===== config.mk =====
export PLATFORM = sky130hd
export DESIGN_NAME = step2_ctrl_flat
export DESIGN_NICKNAME = d
export VERILOG_FILES = /design/src/rtl/step2_ctrl_if.sv /design/src/rtl/step2_ctrl.sv /design/src/flat_wrapper.sv
export SDC_FILE = /design/constraint.sdc
export NUM_CORES = 1
export LEC_CHECK = 0
export ABC_AREA = 1
export CAP_MARGIN = 20
export CORE_UTILIZATION = 42
export DETAILED_ROUTE_END_ITERATION = 16
export PLACE_DENSITY = 0.73
export SYNTH_ARGS = -nofsm -noshare
export SYNTH_HDL_FRONTEND = slang
export SYNTH_SLANG_ARGS = --single-unit
export TNS_END_PERCENT = 1

===== constraint.sdc =====
create_clock -name clock -period 1.6 [get_ports clock]
set_input_delay 0.16 -clock clock [delete_from_list [all_inputs] [get_ports clock]]
set_output_delay 0.16 -clock clock [all_outputs]
set_load 0.02 [all_outputs]

===== src/rtl/step2_ctrl_if.sv =====
// Control bundle between the step-2 sequencer and its datapath / neighbours.
// master = controller side, slave = environment / datapath side.
interface step2_ctrl_if #(
    parameter int unsigned OUT_AW = 8
);
    logic              start;
    logic              data_ready;
    logic              s2_ready;
    logic [1:0]        RF2_Data_sel;
    logic              RF2_EN;
    logic [3:0]        RF2_Address_W;
    logic [3:0]        RF2_Address_R;
    logic [6:0]        vec_addr;
    logic              clear_2;
    logic              RF2_new_val;
    logic [7:0]        Dot_Select;
    logic [2:0]        out_select;
    logic              out_we;
    logic [OUT_AW-1:0] out_addr;
    logic              done;

    modport master (
        input  start, data_ready,
        output s2_ready, RF2_Data_sel, RF2_EN, RF2_Address_W, RF2_Address_R,
               vec_addr, clear_2, RF2_new_val, Dot_Select, out_select,
               out_we, out_addr, done
    );

    modport slave (
        output start, data_ready,
        input  s2_ready, RF2_Data_sel, RF2_EN, RF2_Address_W, RF2_Address_R,
               vec_addr, clear_2, RF2_new_val, Dot_Select, out_select,
               out_we, out_addr, done
    );
endinterface


===== src/rtl/step2_ctrl.sv =====
// Step-2 sequencer: loads four z groups into RF2, sweeps 8x16 filter elements
// through the dot units, then streams the eight dot results to output memory.
module step2_ctrl #(
    parameter int unsigned       OUT_AW   = 8,
    parameter logic [OUT_AW-1:0] OUT_BASE = 8'h00
) (
    input  logic         clock,
    input  logic         reset_n,
    step2_ctrl_if.master bus
);

    localparam int unsigned WCNT_W   = 4;
    localparam int unsigned VEC_W    = 7;
    localparam logic [VEC_W-1:0]  VEC_LAST   = 7'd127;
    localparam logic [WCNT_W-1:0] WCNT_LAST  = 4'd8;
    localparam logic [WCNT_W-1:0] WSEL_LAST  = 4'd7;

    typedef enum logic [2:0] {
        IDLE, WAIT_Z, LOAD, CLEAR, COMP, DRAIN, WRITE, DONE
    } state_t;

    state_t              state_q, state_d;
    logic [1:0]          g_q, g_d;
    logic [1:0]          j_q, j_d;
    logic [WCNT_W-1:0]   wcnt_q, wcnt_d;

    logic                s2_ready_q, s2_ready_d;
    logic                rf2_en_q, rf2_en_d;
    logic                clear_q, clear_d;
    logic                new_val_q, new_val_d;
    logic                out_we_q, out_we_d;
    logic                done_q, done_d;
    logic [1:0]          data_sel_q, data_sel_d;
    logic [3:0]          addr_w_q, addr_w_d;
    logic [3:0]          addr_r_q, addr_r_d;
    logic [VEC_W-1:0]    vec_addr_q, vec_addr_d;
    logic [7:0]          dot_sel_q, dot_sel_d;
    logic [2:0]          out_sel_q, out_sel_d;
    logic [OUT_AW-1:0]   out_addr_q, out_addr_d;

    // Next-state and next-output computation; every output is a register.
    always_comb begin
        state_d     = state_q;
        g_d         = g_q;
        j_d         = j_q;
        wcnt_d      = wcnt_q;
        s2_ready_d  = 1'b0;
        rf2_en_d    = 1'b0;
        clear_d     = 1'b0;
        new_val_d   = 1'b0;
        out_we_d    = 1'b0;
        done_d      = 1'b0;
        data_sel_d  = data_sel_q;
        addr_w_d    = addr_w_q;
        addr_r_d    = addr_r_q;
        vec_addr_d  = vec_addr_q;
        dot_sel_d   = 8'hFF;
        out_sel_d   = out_sel_q;
        out_addr_d  = out_we_q ? OUT_AW'(out_addr_q + OUT_AW'(1)) : out_addr_q;

        case (state_q)
            IDLE: begin
                if (bus.start) begin
                    state_d    = WAIT_Z;
                    g_d        = 2'd0;
                    s2_ready_d = 1'b1;
                end
            end
            WAIT_Z: begin
                if (bus.data_ready) begin
                    state_d    = LOAD;
                    j_d        = 2'd0;
                    rf2_en_d   = 1'b1;
                    data_sel_d = 2'd0;
                    addr_w_d   = {g_q, 2'd0};
                end else begin
                    s2_ready_d = 1'b1;
                end
            end
            LOAD: begin
                if (j_q == 2'd3) begin
                    g_d = 2'(g_q + 2'd1);
                    if (g_q == 2'd3) begin
                        state_d = CLEAR;
                        clear_d = 1'b1;
                    end else begin
                        state_d    = WAIT_Z;
                        s2_ready_d = 1'b1;
                    end
                end else begin
                    j_d        = 2'(j_q + 2'd1);
                    rf2_en_d   = 1'b1;
                    data_sel_d = 2'(j_q + 2'd1);
                    addr_w_d   = {g_q, 2'(j_q + 2'd1)};
                end
            end
            CLEAR: begin
                state_d    = COMP;
                vec_addr_d = '0;
            end
            COMP: begin
                // Filter data arrives one cycle after its address, so the
                // accumulate controls are this cycle's address registered.
                new_val_d = 1'b1;
                addr_r_d  = vec_addr_q[3:0];
                dot_sel_d = 8'(~(8'b1 << vec_addr_q[6:4]));
                if (vec_addr_q == VEC_LAST) begin
                    state_d = DRAIN;
                end else begin
                    vec_addr_d = VEC_W'(vec_addr_q + VEC_W'(1));
                end
            end
            DRAIN: begin
                state_d   = WRITE;
                wcnt_d    = '0;
                out_sel_d = 3'd0;
            end
            WRITE: begin
                // Output register adds a cycle: write n lands one cycle after select n.
                if (wcnt_q == WCNT_LAST) begin
                    state_d = DONE;
                    done_d  = 1'b1;
                end else begin
                    wcnt_d   = WCNT_W'(wcnt_q + WCNT_W'(1));
                    out_we_d = 1'b1;
                    if (wcnt_q < WSEL_LAST) begin
                        out_sel_d = 3'(wcnt_q[2:0] + 3'd1);
                    end
                end
            end
            DONE: begin
                state_d = IDLE;
            end
            default: begin
                state_d = IDLE;
            end
        endcase
    end

    always_ff @(posedge clock or negedge reset_n) begin
        if (!reset_n) begin
            state_q    <= IDLE;
            g_q        <= '0;
            j_q        <= '0;
            wcnt_q     <= '0;
            s2_ready_q <= 1'b0;
            rf2_en_q   <= 1'b0;
            clear_q    <= 1'b0;
            new_val_q  <= 1'b0;
            out_we_q   <= 1'b0;
            done_q     <= 1'b0;
            data_sel_q <= '0;
            addr_w_q   <= '0;
            addr_r_q   <= '0;
            vec_addr_q <= '0;
            dot_sel_q  <= 8'hFF;
            out_sel_q  <= '0;
            out_addr_q <= OUT_BASE;
        end else begin
            state_q    <= state_d;
            g_q        <= g_d;
            j_q        <= j_d;
            wcnt_q     <= wcnt_d;
            s2_ready_q <= s2_ready_d;
            rf2_en_q   <= rf2_en_d;
            clear_q    <= clear_d;
            new_val_q  <= new_val_d;
            out_we_q   <= out_we_d;
            done_q     <= done_d;
            data_sel_q <= data_sel_d;
            addr_w_q   <= addr_w_d;
            addr_r_q   <= addr_r_d;
            vec_addr_q <= vec_addr_d;
            dot_sel_q  <= dot_sel_d;
            out_sel_q  <= out_sel_d;
            out_addr_q <= out_addr_d;
        end
    end

    assign bus.s2_ready      = s2_ready_q;
    assign bus.RF2_EN        = rf2_en_q;
    assign bus.clear_2       = clear_q;
    assign bus.RF2_new_val   = new_val_q;
    assign bus.out_we        = out_we_q;
    assign bus.done          = done_q;
    assign bus.RF2_Data_sel  = data_sel_q;
    assign bus.RF2_Address_W = addr_w_q;
    assign bus.RF2_Address_R = addr_r_q;
    assign bus.vec_addr      = vec_addr_q;
    assign bus.Dot_Select    = dot_sel_q;
    assign bus.out_select    = out_sel_q;
    assign bus.out_addr      = out_addr_q;

endmodule


===== src/flat_wrapper.sv =====
// flat-port wrapper written by rule: the top's interface ports become plain ports
module step2_ctrl_flat 
#(
    parameter int unsigned       OUT_AW   = 8,
    parameter logic [OUT_AW-1:0] OUT_BASE = 8'h00
)
  (clock, reset_n, bus_start, bus_data_ready, bus_s2_ready, bus_RF2_Data_sel, bus_RF2_EN, bus_RF2_Address_W, bus_RF2_Address_R, bus_vec_addr, bus_clear_2, bus_RF2_new_val, bus_Dot_Select, bus_out_select, bus_out_we, bus_out_addr, bus_done);
  step2_ctrl_if #(.OUT_AW(OUT_AW)) bus_i ();
  input  logic clock;
  input  logic reset_n;
  input wire logic [$bits(bus_i.start)-1:0] bus_start;
  input wire logic [$bits(bus_i.data_ready)-1:0] bus_data_ready;
  output wire logic [$bits(bus_i.s2_ready)-1:0] bus_s2_ready;
  output wire logic [$bits(bus_i.RF2_Data_sel)-1:0] bus_RF2_Data_sel;
  output wire logic [$bits(bus_i.RF2_EN)-1:0] bus_RF2_EN;
  output wire logic [$bits(bus_i.RF2_Address_W)-1:0] bus_RF2_Address_W;
  output wire logic [$bits(bus_i.RF2_Address_R)-1:0] bus_RF2_Address_R;
  output wire logic [$bits(bus_i.vec_addr)-1:0] bus_vec_addr;
  output wire logic [$bits(bus_i.clear_2)-1:0] bus_clear_2;
  output wire logic [$bits(bus_i.RF2_new_val)-1:0] bus_RF2_new_val;
  output wire logic [$bits(bus_i.Dot_Select)-1:0] bus_Dot_Select;
  output wire logic [$bits(bus_i.out_select)-1:0] bus_out_select;
  output wire logic [$bits(bus_i.out_we)-1:0] bus_out_we;
  output wire logic [$bits(bus_i.out_addr)-1:0] bus_out_addr;
  output wire logic [$bits(bus_i.done)-1:0] bus_done;
  assign bus_i.start = bus_start;
  assign bus_i.data_ready = bus_data_ready;
  assign bus_s2_ready = bus_i.s2_ready;
  assign bus_RF2_Data_sel = bus_i.RF2_Data_sel;
  assign bus_RF2_EN = bus_i.RF2_EN;
  assign bus_RF2_Address_W = bus_i.RF2_Address_W;
  assign bus_RF2_Address_R = bus_i.RF2_Address_R;
  assign bus_vec_addr = bus_i.vec_addr;
  assign bus_clear_2 = bus_i.clear_2;
  assign bus_RF2_new_val = bus_i.RF2_new_val;
  assign bus_Dot_Select = bus_i.Dot_Select;
  assign bus_out_select = bus_i.out_select;
  assign bus_out_we = bus_i.out_we;
  assign bus_out_addr = bus_i.out_addr;
  assign bus_done = bus_i.done;
  step2_ctrl #(.OUT_AW(OUT_AW), .OUT_BASE(OUT_BASE)) u_core (.clock(clock), .reset_n(reset_n), .bus(bus_i));
endmodule

==> metrics, run 1 <==
outcome=completed; 1st-iter DRT viols=43; Total Nets Final=around 300; net count after synthesis=roughly 250; first-pass GRT wire length=between 7000 and 8000 um; Power Density=between 1000 and 1500 nW/um^2; H-tree depth=2; Final Util=0.5864; # rows=25; RSZ-0062 raised after global routing=no; routability cong.=between 0.8 and 0.9; Synth top area share=0.4667; area grow syn2layout=30.16%; Clock Skews=roughly 4.6 ps; Mapped Avg Cell Area=roughly 9 um^2; mux cell area share after synthesis=0.005122; CP peak stage delay=approximately 640 ps; worst relative slew slack=0.7836; largest net degree at the start of global routing=26; worst-margin pin slew=~320 ps; I/O Buffers=45; Final setup viols=0; Pleak=0.001380 uW; Via density=4.778; Top Ports=46; Die Y=about 74 um; number of global-route vias before repair=between 1500 and 2000; most frequent cells in the layout=47 x nand2_1, 41 x dfrtp_1, 32 x clkdlybuf4s50_1; Reg2Reg Setup Slack=approximately 240 ps; # DRC=0; CTS tree=built; initial antenna violation count=0; Synth Area in Adders=0.03415; WP buf/inv=1; Synth Area in Compound Gates=0.06944; fin crit share=0.9637; final hold violation count=0; Peak VDD IR=between 0.7 and 0.8 mV; Root Buffer=clkbuf_8; critical-path cell list=clkdlybuf4s50_1; layout cell share with drive strength beyond 1=0.1156; DRT antenna net count=0; clock share of power=0.174; simple-gate area share of the yosys netlist=0.2208; post-synthesis register bit count=between 40 and 50; Initial Utilization=0.4505; via count=roughly 1700; DR pass1 iterations=4; fin. max-slew vios=0; CTS max path bufs=2; top cell type by total area after synthesis=dfrtp_1; sum of negative setup slack=0 ps; Crit. End Element=output pin; Highest Clock Rate=648.6 MHz; HP Class=input pin to asynchronous set/reset pin; Comb pwr share=0.407; # clock sinks=49; Switching Share=0.3935; full die area=5527 um^2; CP max stage cell=clkdlybuf4s50_1; chip width=between 70 and 80 um; ANT cells=0; Sw Pwr=1619 uW; Total GRT Usage=0.1736; Top Family by Delay on Critical Path=buffers and inverters; CP arrival=about 1400 ps; TritonCTS Buffers=5; Mapped Area=between 2000 and 2500 um^2; Area contributors post-synth=dfrtp_1 47%, dfstp_2 9.6%, nand2_1 8.0%; # fillers=452; largest family of logic cells by synthesized area=simple AND/OR/NAND/NOR gates; wire per inst=between 10 and 15 um; Max FO, Critical Path=6; clk slew on worst S/H paths=90 ps; WS Path Type=register to output pin; Post-Syn Instances=between 200 and 250; area of the core=a little under 5000 um^2; sequential area share after synthesis=0.5623; Yosys warnings=0; crit start category=register; Tmin final=1542 ps; total gr overflow=0; Detail Placement HPWL=3183 um; Crit path required time=approximately 1400 ps; worst skew pair latency=around 300 ps; Routed Wire Length=about 4300 um; number of max-cap violations=0; XOR/XNOR Fraction of Synth Area=0.03984; Min Hold Slack=~380 ps; most common cell after layout, fill and taps aside=nand2_1; Synth cell types=26; sequential share of power=0.419; Internal=about 2500 uW
## metal layers
layer	up-vias	GRT usage	wire, um
met5	-	0	0
met4	0	0.06709	65
met3	5	0.04607	224
met2	47	0.2960	1998
met1	802	0.2111	1966
li1	871	-	-
## what timing repair did
item,in CTS,in global routing
setup buffers,0,0
gates cloned,0,0
hold buffers,1,0
endpoints found under the hold margin,41,0
setup endpoints to repair,1,11
resized for setup,1,11
pin swaps,0,0
## Yosys cell counts
cell      number
nand2_1       47
nand4_1        3
dfrtp_1       41
nand3_2        2
o21ai_4        1
inv_4          1
o21ai_0       14
mux2_2         1
nand3b_1       1
o21ai_1        2
o22ai_1        3
buf_2          1
buf_4          2
inv_2          3
xnor2_1        1
nand3_1       22
nand2_2        2
ha_1           6
a21oi_1        6
o211ai_1       1
nand2_4        2
dfstp_2        8
nor2_2         2
xor2_1         9
nor2_1        28
inv_1         30
## worst paths after layout
check                                       start                  endpoint  cells after the start
max in group asynchronous                 reset_n  u_core.bus.Dot_Select[2]                      3
setup / recovery           u_core.bus.vec_addr[3]           bus_vec_addr[3]                      1
hold reg to reg            u_core.bus.out_addr[7]    u_core.bus.out_addr[7]                      1
hold / removal                            reset_n         u_core.bus.out_we                      3
setup reg to reg           u_core.bus.vec_addr[1]    u_core.bus.vec_addr[3]                      9
min in group clock         u_core.bus.out_addr[7]    u_core.bus.out_addr[7]                      1
## kinds of logic after synthesis
group / after synthesis
xor gates and xnor gates: 10
DFF: 49
and+or+nand+nor: 109
buffers and inverters: 37
AOI/OAI and AO/OA: 27
adders and majority gates: 6
muxes: 1
## state kept, by name, indices dropped and copies added, names as in the netlist, 2 cells and up
signal and cells:
u_core.bus.Dot_Select 8, u_core.bus.RF2_Address_W 4, u_core.bus.RF2_Address_R 4, u_core.bus.vec_addr 7, u_core.g_q 2, u_core.bus.out_addr 8
u_core.bus.out_select 3, u_core.state_q 3, u_core.wcnt_q 4
## per-stage QoR
step / std cells / instance area, um^2 / total power, uW / setup slack (ps)
2_1_floorplan: 239 / 2198 / 2781 / 175.6
3_3_place_gp: 352 / 2738 / 3389 / 294.9
3_5_place_dp: 352 / 2738 / 3435 / 232.8
4_1_cts: 361 / 2834 / 4167 / 4.893
5_1_grt: 361 / 2861 / 4401 / 7.175
6_report: 361 / 2861 / 4114 / 58.16
## power groups by stage
stage	logic (uW)	registers [uW]	clock network (uW)
floorplan	827	1950	0
global placement	1640	1740	0
detailed placement	1680	1750	0
CTS	1700	1730	743
global route	1860	1770	775
finish	1680	1720	715
## area by class of cell
class,instances,area (um^2),area share
sequential,49,1236,0.4320
multi-input combinational,153,812.0,0.2838
timing repair buffer,50,511.7,0.1788
inverter,34,130.1,0.04547
tap,67,83.83,0.02930
clock buffer,6,72.57,0.02536
clock inverter,2,15.01,0.005247
Power figures use the tool's default switching activity.
==> run 2, diff against run 1 <==
- clock period: 1.6 -> 1.8 ns (I/O delays scaled with it)
==> metrics, run 2 (synthesis results as in run 1) <==
Sw Pwr=1426 uW (was 1619 uW); Top Family by Delay on Critical Path=buffers and inverters (unchanged); Die Y=74.35 um (unchanged); largest net degree at the start of global routing=20 (was 26); clk slew on worst S/H paths=80 ps (was 90 ps); sequential share of power=0.412 (was 0.419); final hold violation count=0 (unchanged); worst-margin pin slew=291.4 ps (was 324.6 ps); H-tree depth=2 (unchanged); DR pass1 iterations=6 (was 4); Comb pwr share=0.389 (was 0.407); Initial Utilization=0.4505 (unchanged); Reg2Reg Depth=9 (unchanged); PnR worst setup slack=207.4 ps (was 58.16 ps); wire per inst=11.77 um (was 11.78 um); DRT antenna net count=0 (unchanged); sum of negative setup slack=0 ps (unchanged); RSZ-0062 raised after global routing=no (unchanged); first-pass GRT wire length=7217 um (was 7203 um); Via density=4.727 (was 4.778); Internal=2336 uW (was 2495 uW); Hold Buf Count CTS=1 (unchanged); CP max stage cell=clkdlybuf4s50_1 (unchanged); routability cong.=0.8457 (was 0.8692); CTS max path bufs=2 (unchanged); most common cell after layout, fill and taps aside=nand2_1 (unchanged); Final Cell Area=2840 um^2 (was 2861 um^2); Final setup viols=0 (unchanged); 1st-iter DRT viols=59 (was 43); area post-placement=2723 um^2 (was 2738 um^2); CP arrival=1410 ps (was 1380 ps); total power=3762 uW (was 4114 uW); chip width=74.35 um (unchanged); I/O Buffers=45 (unchanged); Top Ports=46 (unchanged); Max FO, Critical Path=7 (was 6); Root Buffer=clkbuf_8 (unchanged); worst skew pair latency=290 ps (was 300 ps); worst relative slew slack=0.8057 (was 0.7836); TritonCTS Buffers=5 (unchanged); fin. max-slew vios=0 (unchanged); Setup Fix Bufs, Post-CTS=0 (unchanged); Detail Placement HPWL=3156 um (was 3183 um); Total Nets Final=301 (was 303); fin crit share=0.8848; layout cell share with drive strength beyond 1=0.1096 (was 0.1156); Power Density=1325 nW/um^2 (was 1438 nW/um^2); WP buf/inv=1 (unchanged); full die area=5527 um^2 (unchanged); HP Class=input pin to asynchronous set/reset pin (unchanged); area of the core=4880 um^2 (unchanged); most frequent cells in the layout=47 x nand2_1, 44 x clkdlybuf4s50_1, 41 x dfrtp_1 (was 47 x nand2_1, 41 x dfrtp_1, 32 x clkdlybuf4s50_1); WS Path Type=register to output pin (unchanged); CP peak stage delay=660 ps (was 640 ps); crit start category=register (unchanged); Clock Skews=5.114 ps (was 4.629 ps); Crit. End Element=output pin (unchanged); # DRC=0 (unchanged); critical path depth=1 (unchanged); Worst Setup SP=u_core.bus.vec_addr[0] (was u_core.bus.vec_addr[3]); # rows=25 (unchanged); Tmin final=1593 ps; Setup Slack @ Placement=352.0 ps (was 232.8 ps); Peak VDD IR=0.8753 mV (was 0.7720 mV); number of global-route vias before repair=1654 (was 1650); Crit path required time=1620 ps (was 1440 ps); total gr overflow=0 (unchanged); clock share of power=0.200 (was 0.174); Reg2Reg Launch Point=u_core.bus.vec_addr[0] (was u_core.bus.vec_addr[1]); Routed Wire Length=4226 um (was 4254 um); Total GRT Usage=0.1739 (was 0.1736); Highest Clock Rate=between 600 and 700 MHz; Pleak=0.001331 uW (was 0.001380 uW); area grow syn2layout=29.20% (was 30.16%); number of max-cap violations=0 (unchanged); # clock sinks=49 (unchanged); initial antenna violation count=0 (unchanged); Switching Share=0.3791 (was 0.3935); ANT cells=0 (unchanged); critical-path cell list=clkdlybuf4s50_1 (unchanged); outcome=completed (unchanged); CTS resizes=0 (was 1); via count=1697 (was 1725); CTS tree=built (unchanged); Final Util=0.5821 (was 0.5864)
run 2: changes by cell type in the layout (fill, tap and decap cells not counted), sizes merged:
cell           before  now
clkinv              0    1
dlygate4sd2         1    0
buf                 5    3
clkdlybuf4s50      32   44
dlymetal6s2s       11    0
clkinvlp            2    0
bufinv              0    1
run 2: power by group through the flow:
stage / clock, uW / combinational, uW / sequential, uW
floorplan: 0 / 735 / 1740
global placement: 0 / 1420 / 1560
detailed placement: 0 / 1460 / 1570
CTS: 780 / 1470 / 1550
global route: 820 / 1630 / 1580
finish: 751 / 1460 / 1550
run 2: final cells by class:
cell class	count	area, um^2
fill	453	2039
sequential	49	1236
multi-input combinational	153	812.0
timing repair buffer	48	470.5
inverter	34	130.1
tap	67	83.83
clock buffer	6	72.57
clock inverter	2	35.03
run 2: metrics by stage:
stage | cells | hold WS [ps]
after floorplan | 239 | -115.6
after global placement | 350 | 85.52
after detailed placement | 350 | 83.97
after CTS | 359 | 306.8
after global routing | 359 | 336.0
final | 359 | 295.0
run 2: routing by layer:
layer / track usage / vias up / routed length (um)
li1: - / 863 / -
met1: 0.2226 / 790 / 2040
met2: 0.3000 / 40 / 1984
met3: 0.02846 / 4 / 154
met4: 0.06080 / 0 / 46
met5: 0 / - / 0
run 2: final timing paths:
kind,endpoint,slack (ps)
max,bus_vec_addr[0],210
min,u_core.bus.vec_addr[3],300
max reg2reg,u_core.bus.vec_addr[5],330
min reg2reg,u_core.bus.out_addr[7],470
max in group asynchronous,u_core.state_q[2],960
min in group clock,u_core.bus.out_addr[7],470
==> run 3, diff against run 2 <==
- RECOVER_POWER: default -> 50
==> metrics, run 3 (synthesis results as in run 1) <==
Reg2Reg Depth=8 (was 9); Top Family by Delay on Critical Path=buffers and inverters (unchanged); # DRC=0 (unchanged); critical-path cell list=clkdlybuf4s50_1 (unchanged); clk slew on worst S/H paths=90 ps (was 80 ps); Top Ports=46 (unchanged); routability cong.=0.8457 (unchanged); Crit path required time=1620 ps (about the same); Power Density=1327 nW/um^2 (was 1325 nW/um^2); Worst Setup SP=u_core.bus.Dot_Select[5] (was u_core.bus.vec_addr[0]); area grow syn2layout=28.69% (was 29.20%); total gr overflow=0 (unchanged); met2 Resource Use GR=0.3000 (unchanged); worst skew pair latency=290 ps (about the same); CP max stage cell=clkdlybuf4s50_1 (unchanged); area of the core=4880 um^2 (unchanged); crit start category=register (unchanged); number of global-route vias before repair=1654 (unchanged); fin. max-slew vios=0 (unchanged); CTS resizes=0 (unchanged); fin crit share=0.8851 (was 0.8848); outcome=completed (unchanged); Total Nets Final=301 (unchanged); first-pass GRT wire length=7217 um (unchanged); Setup Slack @ Placement=352.0 ps (unchanged); WS Path Type=register to output pin (unchanged); TritonCTS Buffers=5 (unchanged); # clock sinks=49 (unchanged); chip width=74.35 um (unchanged); met1 usage=0.2226 (unchanged); WP buf/inv=1 (unchanged); Highest Clock Rate=627.6 MHz (was 627.9 MHz); most frequent cells in the layout=47 x nand2_1, 44 x clkdlybuf4s50_1, 41 x dfrtp_1 (unchanged); Reg2Reg Setup Slack=270 ps (was 330 ps); initial antenna violation count=0 (unchanged); full die area=5527 um^2 (unchanged); worst-margin pin slew=687.2 ps (was 291.4 ps); Pleak=0.001327 uW (was 0.001331 uW); Reg2Reg Launch Point=u_core.state_q[1] (was u_core.bus.vec_addr[0]); GR Layer Usage met3=0.02846 (unchanged); final hold violation count=0 (unchanged); PnR worst setup slack=206.7 ps (was 207.4 ps); reg-to-reg critical path endpoint=u_core.bus.vec_addr[5] (unchanged); total power=3753 uW (was 3762 uW); Clock Skews=5.964 ps (was 5.114 ps); CTS max path bufs=2 (unchanged); number of max-cap violations=0 (unchanged); RSZ-0062 raised after global routing=no (unchanged); H-tree depth=2 (unchanged); I/O Buffers=45 (unchanged); Max FO, Critical Path=1 (was 7); sum of negative setup slack=0 ps (unchanged); DR pass1 iterations=4 (was 6); Detail Placement HPWL=3156 um (unchanged); Final setup viols=0 (unchanged); worst relative slew slack=0.5419 (was 0.8057); Via density=4.763 (was 4.727); GR peak layer=met2 (unchanged); Crit. End Element=output pin (unchanged); # fillers=457 (was 453); Total GRT Usage=0.1739 (unchanged); Initial Utilization=0.4505 (unchanged); layout cell share with drive strength beyond 1=0.09932 (was 0.1096); 1st-iter DRT viols=55 (was 59); CP peak stage delay=590 ps (was 660 ps); CTS tree=built (unchanged); Setup Fix Bufs, Post-CTS=0 (unchanged); most common cell after layout, fill and taps aside=nand2_1 (unchanged); Peak VDD IR=0.8747 mV (was 0.8753 mV); via count=1710 (was 1697); ANT cells=0 (unchanged); HP Class=input pin to asynchronous set/reset pin (unchanged); # rows=25 (unchanged); Die Y=74.35 um (unchanged); Routed Wire Length=4243 um (was 4226 um); CP arrival=1410 ps (about the same); wire per inst=11.82 um (was 11.77 um); Tmin final=1593 ps (about the same); DRT antenna net count=0 (unchanged); Root Buffer=clkbuf_8 (unchanged); largest net degree at the start of global routing=20 (unchanged)
==> run 3: where the power goes <==
| group | leakage [uW] | switching (uW) | internal [uW] |
|---|---|---|---|
| Clock | 0.0000552 | 345 | 412 |
| Combinational | 0.000639 | 868 | 585 |
| Sequential | 0.000633 | 210 | 1330 |
==> run 3: per-layer routing <==
layer,wire length (um),part of all wire
met2,1978,0.47
met4,60,0.014
met5,0,0
met3,176,0.041
met1,2027,0.48
==> run 3: layout make-up <==
class,count,area [um^2],area share
Sequential cell,49,1236,0.4370
Multi-Input combinational cell,153,807.0,0.2853
Tap cell,67,83.83,0.02963
Timing Repair Buffer,48,464.2,0.1641
Clock buffer,6,72.57,0.02565
Clock inverter,2,35.03,0.01238
Inverter,34,130.1,0.04600
==> run 3: what timing repair did <==
| action | 4_1_cts | 5_1_grt |
|---|---|---|
| hold buffers | 1 | 0 |
| setup endpoints to repair | 0 | 0 |
| endpoints found under the hold margin | 4 | 0 |
==> run 3: how the worst max path moves through the flow <==
stage                     slack [ps]  cells after the start                endpoint
final                            210                      1       bus_Dot_Select[5]
after global routing             110                      8  u_core.bus.vec_addr[5]
after CTS                        200                      1       bus_Dot_Select[5]
after detailed placement         350                      9  u_core.bus.vec_addr[3]
after global placement           420                      9  u_core.bus.vec_addr[3]
after floorplan                  380                      9  u_core.bus.vec_addr[5]
==> run 3: per-stage QoR <==
step / instances / hold WS, ps / cell area [um^2] / utilization
2_1_floorplan: 239 / -115.6 / 2198 / -
3_3_place_gp: 350 / 85.52 / 2723 / 0.5579
3_5_place_dp: 350 / 83.97 / 2723 / 0.5579
4_1_cts: 359 / 306.8 / 2840 / 0.5821
5_1_grt: 359 / 505.8 / 2829 / 0.5797
6_report: 359 / 432.7 / 2829 / 0.5797
